$ cat config.mk
export PLATFORM = sky130hd
export DESIGN_NAME = video_mode_seq
export DESIGN_NICKNAME = d
export VERILOG_FILES = /design/src/rtl/cps2_digiav_pkg.sv /design/src/rtl/sync_period_meter.sv /design/src/rtl/video_mode_seq.sv
export SDC_FILE = /design/constraint.sdc
export NUM_CORES = 1
export LEC_CHECK = 0
export ABC_AREA = 1
export BUFFER_PORTS_ARGS = -buffer_cell sky130_fd_sc_hd__clkbuf_2
export CELL_PAD_IN_SITES_DETAIL_PLACEMENT = 1
export CELL_PAD_IN_SITES_GLOBAL_PLACEMENT = 1
export CORE_UTILIZATION = 46
export CTS_BUF_LIST = sky130_fd_sc_hd__clkbuf_4 sky130_fd_sc_hd__clkbuf_8 sky130_fd_sc_hd__clkbuf_16
export CTS_CLUSTER_DIAMETER = 100
export CTS_CLUSTER_SIZE = 24
export DETAILED_ROUTE_END_ITERATION = 6
export GPL_TIMING_DRIVEN = 0
export HOLD_SLACK_MARGIN = 0.12
export PLACE_DENSITY_LB_ADDON = 0.2
export SLEW_MARGIN = 20
export SYNTH_ARGS = -nofsm -noshare
export SYNTH_HDL_FRONTEND = slang
export SYNTH_HIERARCHICAL = 1
export SYNTH_SLANG_ARGS = --single-unit
$ cat constraint.sdc
create_clock -name PCLK_in -period 4.3 [get_ports PCLK_in]
set_input_delay 0.43 -clock PCLK_in [delete_from_list [all_inputs] [get_ports PCLK_in]]
set_output_delay 0.43 -clock PCLK_in [all_outputs]
set_load 0.02 [all_outputs]
$ cat src/rtl/cps2_digiav_pkg.sv
// Shared definitions for the CPS2 digital AV input path.
// Holds the video mode sequencer state encoding, default counter widths and
// the nominal CPS2 line/frame totals.
package cps2_digiav_pkg;

  localparam int HCNT_W_DEF = 12;
  localparam int VCNT_W_DEF = 11;

  // Nominal CPS2 timing: pixel clocks per line, lines per frame.
  localparam int CPS2_HTOTAL = 512;
  localparam int CPS2_VTOTAL = 262;

  typedef enum logic [1:0] {
    S_NOSIG   = 2'd0,
    S_ACQUIRE = 2'd1,
    S_HOLDOFF = 2'd2,
    S_LOCKED  = 2'd3
  } vm_state_t;

endpackage

$ cat src/rtl/sync_period_meter.sv
// Falling-edge detector plus saturating period counter for one sync input.
// Used for H (tick every clock) and for V (tick on each HSYNC edge).
//
// Ports:
//   PCLK_in  in   pixel clock
//   reset_n  in   async active-low reset
//   sync_in  in   sync input, active low
//   tick     in   count enable
//   fall     out  sync falling edge (registered value 1, input 0)
//   period   out  period of the interval that just ended: the value being
//                 latched in a fall cycle, otherwise the last latched one
//   sat      out  counter sits at all-ones
module sync_period_meter #(
  parameter int W           = 12,
  // 0: the tick in a fall cycle closes the old period (H, counts clocks).
  // 1: the tick in a fall cycle opens the new period (V, counts lines).
  parameter bit TICK_TO_NEW = 1'b0
) (
  input  logic         PCLK_in,
  input  logic         reset_n,
  input  logic         sync_in,
  input  logic         tick,
  output logic         fall,
  output logic [W-1:0] period,
  output logic         sat
);

  localparam logic [W-1:0] CNT_MAX = '1;
  localparam logic [W-1:0] CNT_ONE = {{(W-1){1'b0}}, 1'b1};

  logic         sync_q;
  logic [W-1:0] cnt;
  logic [W-1:0] cnt_inc;
  logic [W-1:0] last;
  logic [W-1:0] meas;
  logic [W-1:0] cnt_restart;

  assign fall        = sync_q & ~sync_in;
  assign sat         = (cnt == CNT_MAX);
  assign cnt_inc     = sat ? cnt : cnt + CNT_ONE;
  assign meas        = (tick && !TICK_TO_NEW) ? cnt_inc : cnt;
  assign cnt_restart = (tick && TICK_TO_NEW) ? CNT_ONE : '0;
  // Forwarded so the frame compare sees this frame's value in the edge cycle.
  assign period      = fall ? meas : last;

  always_ff @(posedge PCLK_in or negedge reset_n) begin
    if (!reset_n) begin
      sync_q <= 1'b0;
      cnt    <= '0;
      last   <= '0;
    end else begin
      sync_q <= sync_in;
      if (fall) begin
        last <= meas;
        cnt  <= cnt_restart;
      end else if (tick) begin
        cnt <= cnt_inc;
      end
    end
  end

endmodule

$ cat src/rtl/video_mode_seq.sv
// Input-timing supervisor: measures line period and lines per frame from the
// latched syncs, qualifies a mode over several matching frames, holds the
// syncgen in reset for a few more frames, then releases it.
//
// Ports:
//   PCLK_in       in   pixel clock
//   reset_n       in   async active-low reset
//   enable        in   low forces S_NOSIG
//   HSYNC_in      in   latched HSYNC, active low
//   VSYNC_in      in   latched VSYNC, active low
//   hpix_total    out  qualified clocks per line
//   vlines_total  out  qualified lines per frame
//   locked        out  mode qualified (S_HOLDOFF or S_LOCKED)
//   sg_reset_n    out  syncgen reset, high only in S_LOCKED
//   v_change      out  one-cycle pulse when a locked mode is lost
//
// state     | meaning
// S_NOSIG   | no usable input, waiting for a VSYNC edge
// S_ACQUIRE | counting consecutive matching frames
// S_HOLDOFF | mode qualified, syncgen still held in reset
// S_LOCKED  | mode qualified, syncgen running
module video_mode_seq
  import cps2_digiav_pkg::*;
#(
  parameter int HCNT_W         = HCNT_W_DEF,
  parameter int VCNT_W         = VCNT_W_DEF,
  parameter int STABLE_FRAMES  = 3,
  parameter int HOLDOFF_FRAMES = 2,
  parameter int HTOL           = 2
) (
  input  logic              PCLK_in,
  input  logic              reset_n,
  input  logic              enable,
  input  logic              HSYNC_in,
  input  logic              VSYNC_in,
  output logic [HCNT_W-1:0] hpix_total,
  output logic [VCNT_W-1:0] vlines_total,
  output logic              locked,
  output logic              sg_reset_n,
  output logic              v_change
);

  localparam logic [3:0]      STABLE_C = 4'(STABLE_FRAMES);
  localparam logic [3:0]      HOLD_C   = 4'(HOLDOFF_FRAMES);
  localparam logic [HCNT_W:0] HTOL_C   = (HCNT_W+1)'(HTOL);

  logic              hs_fall, vs_fall, h_timeout, v_timeout;
  logic [HCNT_W-1:0] h_meas;
  logic [VCNT_W-1:0] v_meas;

  sync_period_meter #(.W(HCNT_W), .TICK_TO_NEW(1'b0)) u_hmeter (
    .PCLK_in (PCLK_in),
    .reset_n (reset_n),
    .sync_in (HSYNC_in),
    .tick    (1'b1),
    .fall    (hs_fall),
    .period  (h_meas),
    .sat     (h_timeout)
  );

  sync_period_meter #(.W(VCNT_W), .TICK_TO_NEW(1'b1)) u_vmeter (
    .PCLK_in (PCLK_in),
    .reset_n (reset_n),
    .sync_in (VSYNC_in),
    .tick    (hs_fall),
    .fall    (vs_fall),
    .period  (v_meas),
    .sat     (v_timeout)
  );

  vm_state_t         state, state_nxt;
  logic [3:0]        cnt, cnt_nxt, cnt_inc;
  logic [HCNT_W-1:0] cand_h, cand_h_nxt, tot_h_nxt;
  logic [VCNT_W-1:0] cand_v, cand_v_nxt, tot_v_nxt;
  logic [HCNT_W:0]   dh;
  logic              match, vchg_nxt;

  // One extra bit so the difference never wraps.
  assign dh      = (h_meas >= cand_h) ? ({1'b0, h_meas} - {1'b0, cand_h})
                                      : ({1'b0, cand_h} - {1'b0, h_meas});
  assign match   = (dh <= HTOL_C) && (v_meas == cand_v);
  assign cnt_inc = cnt + 4'd1;

  always_comb begin
    state_nxt  = state;
    cnt_nxt    = cnt;
    cand_h_nxt = cand_h;
    cand_v_nxt = cand_v;
    tot_h_nxt  = hpix_total;
    tot_v_nxt  = vlines_total;
    vchg_nxt   = 1'b0;
    if (h_timeout || v_timeout || !enable) begin
      state_nxt  = S_NOSIG;
      cnt_nxt    = '0;
      cand_h_nxt = '0;
      cand_v_nxt = '0;
      vchg_nxt   = (state == S_LOCKED);
    end else if (vs_fall) begin
      if (!match) begin
        cand_h_nxt = h_meas;
        cand_v_nxt = v_meas;
      end
      case (state)
        S_NOSIG: begin
          state_nxt = S_ACQUIRE;
          cnt_nxt   = '0;
        end
        S_ACQUIRE: begin
          if (!match) begin
            cnt_nxt = '0;
          end else if (cnt_inc == STABLE_C) begin
            tot_h_nxt = cand_h;
            tot_v_nxt = cand_v;
            cnt_nxt   = '0;
            state_nxt = (HOLDOFF_FRAMES == 0) ? S_LOCKED : S_HOLDOFF;
          end else begin
            cnt_nxt = cnt_inc;
          end
        end
        S_HOLDOFF: begin
          if (!match) begin
            state_nxt = S_ACQUIRE;
            cnt_nxt   = '0;
          end else if (cnt_inc == HOLD_C) begin
            state_nxt = S_LOCKED;
            cnt_nxt   = '0;
          end else begin
            cnt_nxt = cnt_inc;
          end
        end
        S_LOCKED: begin
          if (!match) begin
            state_nxt = S_ACQUIRE;
            cnt_nxt   = '0;
            vchg_nxt  = 1'b1;
          end
        end
        default: state_nxt = S_NOSIG;
      endcase
    end
  end

  always_ff @(posedge PCLK_in or negedge reset_n) begin
    if (!reset_n) begin
      state        <= S_NOSIG;
      cnt          <= '0;
      cand_h       <= '0;
      cand_v       <= '0;
      hpix_total   <= '0;
      vlines_total <= '0;
      locked       <= 1'b0;
      sg_reset_n   <= 1'b0;
      v_change     <= 1'b0;
    end else begin
      state        <= state_nxt;
      cnt          <= cnt_nxt;
      cand_h       <= cand_h_nxt;
      cand_v       <= cand_v_nxt;
      hpix_total   <= tot_h_nxt;
      vlines_total <= tot_v_nxt;
      locked       <= (state_nxt == S_HOLDOFF) || (state_nxt == S_LOCKED);
      sg_reset_n   <= (state_nxt == S_LOCKED);
      v_change     <= vchg_nxt;
    end
  end

endmodule

# Word-level counts from Yosys, hierarchy flattened
# Cells that the tools add are included.
word_totals:
  elab_cells: 87
  out_inout_bits: 26
  in_bits: 5
  regBits: 103
op_classes:
  bitwise_logic: 5
  magnitude_cmp: 2
  eq_ne: 13
  add_sub_neg: 5
  muxes: 35
  n_reduce_logical: 12
op_table:
  columns: ["cell", "n"]
  rows:
  - ["$mux W11", 7]
  - ["$mux W12", 6]
  - ["$mux W4", 7]
  - ["$sub A12 B12 Y13", 2]
  - ["$pmux W4 S4", 1]
  - ["$mux W2", 7]
  - ["$le A13 B2 Y1 const B", 1]
  - ["$mux W13", 1]
  - ["$add A12 B1 Y12 const B", 1]
  - ["$eq A12 B12 Y1 const B", 1]
  - ["$ge A12 B12 Y1", 1]
  - ["$add A11 B1 Y11 const B", 1]
  - ["$eq A11 B11 Y1", 1]
  - ["$eq A11 B11 Y1 const B", 1]
  - ["$eq A2 B2 Y1 const B", 4]
  - ["$eq A4 B2 Y1 const B", 2]
  - ["$pmux W2 S4", 1]
  - ["$reduce_and A2 Y1", 3]
  - ["$mux W1", 5]
  - ["$reduce_and A5 Y1", 1]
  - ["$add A4 B1 Y4 const B", 1]
  - ["$ne A2 B1 Y1 const B", 2]
  - ["$reduce_bool A2 Y1", 2]
  - ["$logic_or A1 B1 Y1", 3]
  - ["7 further kinds", 10]

# Depth between registers and ports, before layout
depth:
  depth_word: 13
  ltp_mapped: 32
  depth_no_buf: 31

# Modules after synthesis
# The synthesis kept the hierarchy.
modules_own_cells:
  columns: ["mod", "area_each_um2", "seq_area_each_um2", "instances", "cells_each"]
  rows:
  - ["video_mode_seq", 4190.3, 1376.3, 1, 585]
  - ["sync_period_meter (u_hmeter)", 1297.5, 625.6, 1, 168]
  - ["sync_period_meter (u_vmeter)", 1122.3, 575.6, 1, 136]

# Worst setup path before layout
# OpenSTA, ideal clock, no wires.
synth_path:
  kind: "register -> register"
  start: "register u_hmeter.cnt[0]"
  end: "register hpix_total[1]"
  path_stages_with_launch: 28
  slack_ns: 0.851
  n_path_buf: 1
  setup_ns: 0.121
  synth_period_minus_slack_ns: 3.449
  t_required_ns: 4.179
  arrival_time_ns: 3.328
  path_cell_list: "dfrtp_1 > ha_1 > nand3_1 > nor2_4 > nand3_4 > nand2_1 > nand2_1 > nand3_1 > nand2_1 > inv_1 > ha_1 > inv_1 > fa_1 > nand3_1 > nand2_1 > nand2_1 > nand2_1 > nand2_1 > nand2_1 > nor2_1 > nand4_1 > nand2_1 > nand3_4 > clkinv_2 > nand4_4 > buf_6 > nand2_1 > o21ai_2"
synth_between:
  elab_chain_len: 8
  word_cells_on_any_way: 14
  cone_classes: "3 x add/sub; 2 x order compare; 1 x eq/ne; 3 x mux; 1 x bitwise; 4 x reduce/logical"
synth_lines:
  columns: ["item", "line", "text"]
  rows:
  - ["start, declared", "sync_period_meter.sv:32", "logic [W-1:0] cnt;"]
  - ["start signal, assigned", "sync_period_meter.sv:55", "cnt <= cnt_restart;"]
  - ["start signal, assigned", "sync_period_meter.sv:57", "cnt <= cnt_inc;"]
  - ["$add A12 B1 Y12 or $eq A12 B12 Y1 (tied branches)", "sync_period_meter.sv:40, sync_period_meter.sv:39", null]
  - ["$mux W12 (*)", "sync_period_meter.sv:40", "assign cnt_inc = sat ? cnt : cnt + CNT_ONE;"]
  - ["$mux W12 (*)", null, null]
  - ["net h_meas[0]", "video_mode_seq.sv:48", "logic [HCNT_W-1:0] h_meas;"]
  - ["$sub A12 B12 Y13 (tied with other cells)", "video_mode_seq.sv:80", ": ({1'b0, cand_h} - {1'b0, h_meas});"]
  - ["$mux W13 (*)", "video_mode_seq.sv:79", "assign dh = (h_meas >= cand_h) ? ({1'b0, h_meas} - {1'b0, cand_h})"]
  - ["$le A13 B2 Y1 (*)", "video_mode_seq.sv:81", "assign match = (dh <= HTOL_C) && (v_meas == cand_v);"]
  - ["$logic_and A1 B1 Y1 (*)", "video_mode_seq.sv:81", null]
  - ["$reduce_and A5 Y1 (no source line) (*)", null, null]
  - ["end signal, assigned", "video_mode_seq.sv:159", "hpix_total <= tot_h_nxt;"]
  - ["end, declared", "video_mode_seq.sv:36", "output logic [HCNT_W-1:0] hpix_total,"]
# The timed path passes the listed nets; every way through them passes the cells marked *.
# A chain may end at the register's enable or synchronous reset.

# Worst setup path in the final report
layout_path:
  start: "register u_hmeter.cnt[0]"
  end: "register vlines_total[5]"
layout_between:
  elab_chain_len: 8
  word_cells_on_any_way: 14
  cone_classes: "3 x add/sub; 2 x order compare; 1 x eq/ne; 3 x mux; 1 x bitwise; 4 x reduce/logical"
layout_lines:
  columns: ["item", "line", "text"]
  rows:
  - ["$add A12 B1 Y12 or $eq A12 B12 Y1 (tied branches)", "sync_period_meter.sv:40, sync_period_meter.sv:39", null]
  - ["$mux W12 (*)", "sync_period_meter.sv:40", null]
  - ["$mux W12 (*)", null, null]
  - ["net h_meas[3]", "video_mode_seq.sv:48", null]
  - ["$sub A12 B12 Y13 (tied with other cells)", "video_mode_seq.sv:80", null]
  - ["$mux W13 (*)", "video_mode_seq.sv:79", null]
  - ["$le A13 B2 Y1 (*)", "video_mode_seq.sv:81", null]
  - ["$logic_and A1 B1 Y1 (*)", "video_mode_seq.sv:81", null]
  - ["$reduce_and A5 Y1 (no source line) (*)", null, null]
  - ["end signal, assigned", "video_mode_seq.sv:160", "vlines_total <= tot_v_nxt;"]
  - ["end, declared", "video_mode_seq.sv:37", "output logic [VCNT_W-1:0] vlines_total,"]
# Marked as above.

==> results.json <==
{
  "synth-seq-cells": 103,
  "worstPathMaxFanout": 10,
  "start_kind": "register",
  "antenna_found_initial": 0,
  "end_kind": "register",
  "drt_first_iter_violations": 194,
  "leakage_nw": 3.96,
  "synth.distinct_cells": 39,
  "worstPathRequired_ns": 4.55,
  "crit-reg2reg-launch": "u_hmeter/cnt[0]",
  "yosys_most_used_dff": "dfrtp_1",
  "cpMaxStageDelayCell": "dfrtp_1",
  "postRouteWirelength_mm": 20.2,
  "detail_route.wl_per_cell_microns": 17.8,
  "dr.pass1.iters": 4,
  "final_nets": 989,
  "ant_nets": 0,
  "cap_violations": 0,
  "hold_slack_ns": 0.194,
  "syn_nets": 929,
  "grt_overflow": 0,
  "timing.fmax_mhz": 236,
  "syn_to_final_growth_pct": 16.9,
  "die_x_microns": 122,
  "critPathLaunch": "u_hmeter/cnt[0]",
  "period_minus_slack_ns": 4.24,
  "grt_pass1_wl_mm": 31.5,
  "routabilityCongestion": 0.853,
  "cp_num_buf_inv": 6,
  "synthArstFlopShare": 1.00,
  "worstHoldStart": "VSYNC_in",
  "ir_drop_uv": 314,
  "crit_type": "reg2reg",
  "finalSetupViolCount": 0,
  "cp_slowest_stage_delay_ns": 0.41,
  "syn-mean-instance-area_sq_um": 7.44,
  "drive_above_1_share": 0.196,
  "syn_inst": 889,
  "numCtsBuffers": 9,
  "multi_input_area_sq_um": 3500,
  "hold_violations": 0,
  "mostFrequentLayoutCells": "nand2_1 (264), inv_1 (140), dfrtp_1 (103), nand3_1 (75), nor2_1 (48)",
  "n_fill_cell": 1759,
  "clk_pin_slew_ns": 0.08,
  "arrival_ns": 4.48,
  "start_util": 0.474,
  "num_vias": 6045,
  "final_common_cell": "nand2_1",
  "drc": 0,
  "cts_tree": "yes",
  "finalMaxSlewViolations": 0,
  "finalClockSkew_ns": 0.0108,
  "core-area_sq_um": 13900,
  "grt_max_degree": 57,
  "finalPower_mw": 2.63,
  "ys_warn_count": 6,
  "maxSlewHeadroom": 0.639,
  "gr-usage-all-layers": 0.275,
  "tightestPinTransition_ns": 0.535,
  "std_cell_rows": 43,
  "outcome": "completed",
  "p_per_area_nw_per_um2": 340,
  "reg2reg_slack_ns": 0.06,
  "cp_top_family": "simple AND/OR/NAND/NOR gates",
  "die-area_sq_um": 14900,
  "clk_latency_ns": 0.36,
  "vias_per_cell": 5.33,
  "clock-sinks": 103,
  "root_buffer": "clkbuf_16",
  "antenna_cells": 0,
  "syn_area_sq_um": 6610,
  "die_h_microns": 122,
  "regArea_sq_um": 2580,
  "crit_top_cell": "nand2_1",
  "htree_levels": 3,
  "fin_crit_sh": 0.985,
  "port_buffers": 30,
  "synth_edf_count": 0,
  "io_pins": 31,
  "seq_area_frac_synth": 0.390,
  "dp_hpwl_mm": 14.5,
  "clockBufferDepth": 2,
  "grt_pass1_vias": 6454,
  "min_path_type": "in2reg"
}
-- what timing repair did --
| action | CTS | global route |
|---|---|---|
| gates resized for setup | 6 | 57 |
| hold buffers | 1 | 0 |
| pin swaps | 1 | 7 |
| endpoints found under the hold margin | 47 | 0 |
| gates cloned | 0 | 2 |
| buffers inserted | 3 | 12 |
| setup endpoints to repair | 45 | 52 |
-- flip-flops by register name, summed over array words and instances (netlist names) --
signal	cells
u_vmeter/last	11
u_hmeter/last	12
u_hmeter/sync_q	1
locked	1
u_hmeter/cnt	12
v_change	1
state	2
cand_h	12
sg_reset_n	1
cnt	4
cand_v	11
hpix_total	12
vlines_total	11
u_vmeter/sync_q	1
u_vmeter/cnt	11
-- cell type report --
type	count	area share
Buffer	19	0.0228
Tap cell	180	0.0291
Timing Repair Buffer	49	0.0499
Inverter	146	0.0711
Sequential cell	103	0.333
Multi-Input combinational cell	621	0.453
Clock inverter	7	0.0115
Clock buffer	9	0.0291
-- Yosys cell counts (2+ instances only) --
library cell | n | share of area
nor2_1 | 52 | 0.030
o21ai_0 | 25 | 0.019
nand3_1 | 75 | 0.057
buf_6 | 6 | 0.010
nand3_4 | 3 | 0.0079
dfrtp_1 | 103 | 0.39
buf_4 | 2 | 0.0023
a21oi_1 | 17 | 0.013
o22ai_1 | 18 | 0.017
nand4_1 | 16 | 0.015
buf_2 | 9 | 0.0068
o21ai_2 | 23 | 0.030
nor2_2 | 10 | 0.0095
o21ai_1 | 8 | 0.0061
nor2_4 | 7 | 0.012
nor3_1 | 8 | 0.0061
xor2_1 | 13 | 0.017
xnor2_1 | 3 | 0.0040
ha_1 | 33 | 0.062
nand4_4 | 2 | 0.0064
clkbuf_1 | 2 | 0.0011
inv_1 | 141 | 0.080
fa_1 | 2 | 0.0061
nand2_1 | 276 | 0.16
inv_2 | 3 | 0.0017
nand2_2 | 19 | 0.018
-- where the power goes --
group / switching, mW / internal (mW) / leakage [nW] / total, mW
Sequential: 0.0232 / 1.00 / 1.41 / 1.02
Combinational: 0.485 / 0.238 / 2.39 / 0.723
Clock: 0.415 / 0.466 / 0.155 / 0.881
-- stage by stage --
| step | instance area [sq um] | cells | util | worst slack, ns | setup TNS, ns |
|---|---|---|---|---|---|
| after floorplan | 6610 | 889 | - | 0.851 | 0 |
| after global placement | 6990 | 1099 | 0.501 | -0.0888 | -0.848 |
| after detailed placement | 7020 | 1100 | 0.504 | -0.246 | -5.87 |
| after CTS | 7400 | 1120 | 0.531 | -0.00287 | -0.00287 |
| after global routing | 7730 | 1134 | 0.555 | -0.137 | -4.28 |
| final | 7730 | 1134 | 0.555 | 0.0639 | 0 |
-- logic make-up (layout without fill, tap and decap cells) --
| logic type | count (synthesis) | count (layout) | synth area share |
|---|---|---|---|
| AND/OR/NAND/NOR | 472 | 472 | 0.323 |
| buffers and inverters | 165 | 230 | 0.104 |
| flip-flops | 103 | 103 | 0.390 |
| AO/OA/AOI/OAI | 97 | 97 | 0.0929 |
| adder cells (fa/ha/maj) | 35 | 35 | 0.0685 |
| XOR/XNOR | 16 | 16 | 0.0212 |
| other | 1 | 1 | 0.000567 |
-- worst paths after layout --
kind | end | cells after the start
hold reg to reg | hpix_total[9] | 2
setup / recovery | vlines_total[5] | 28
hold / removal | u_vmeter/sync_q | 1
min in group asynchronous | u_hmeter/last[10] | 2
setup reg to reg | vlines_total[5] | 28
max in group asynchronous | u_vmeter/cnt[7] | 3
-- layer usage --
layer  part of all wire  wire length [microns]  vias to the layer above  GRT usage
li1                   -                      -                     2919          -
met1               0.40                   8160                     3003      0.319
met2               0.54                  10900                       93      0.505
met3              0.035                    698                       30     0.0403
met4              0.022                    437                        0      0.105
met5                  0                      0                        -          0
(Power assumes the default switching activity.)
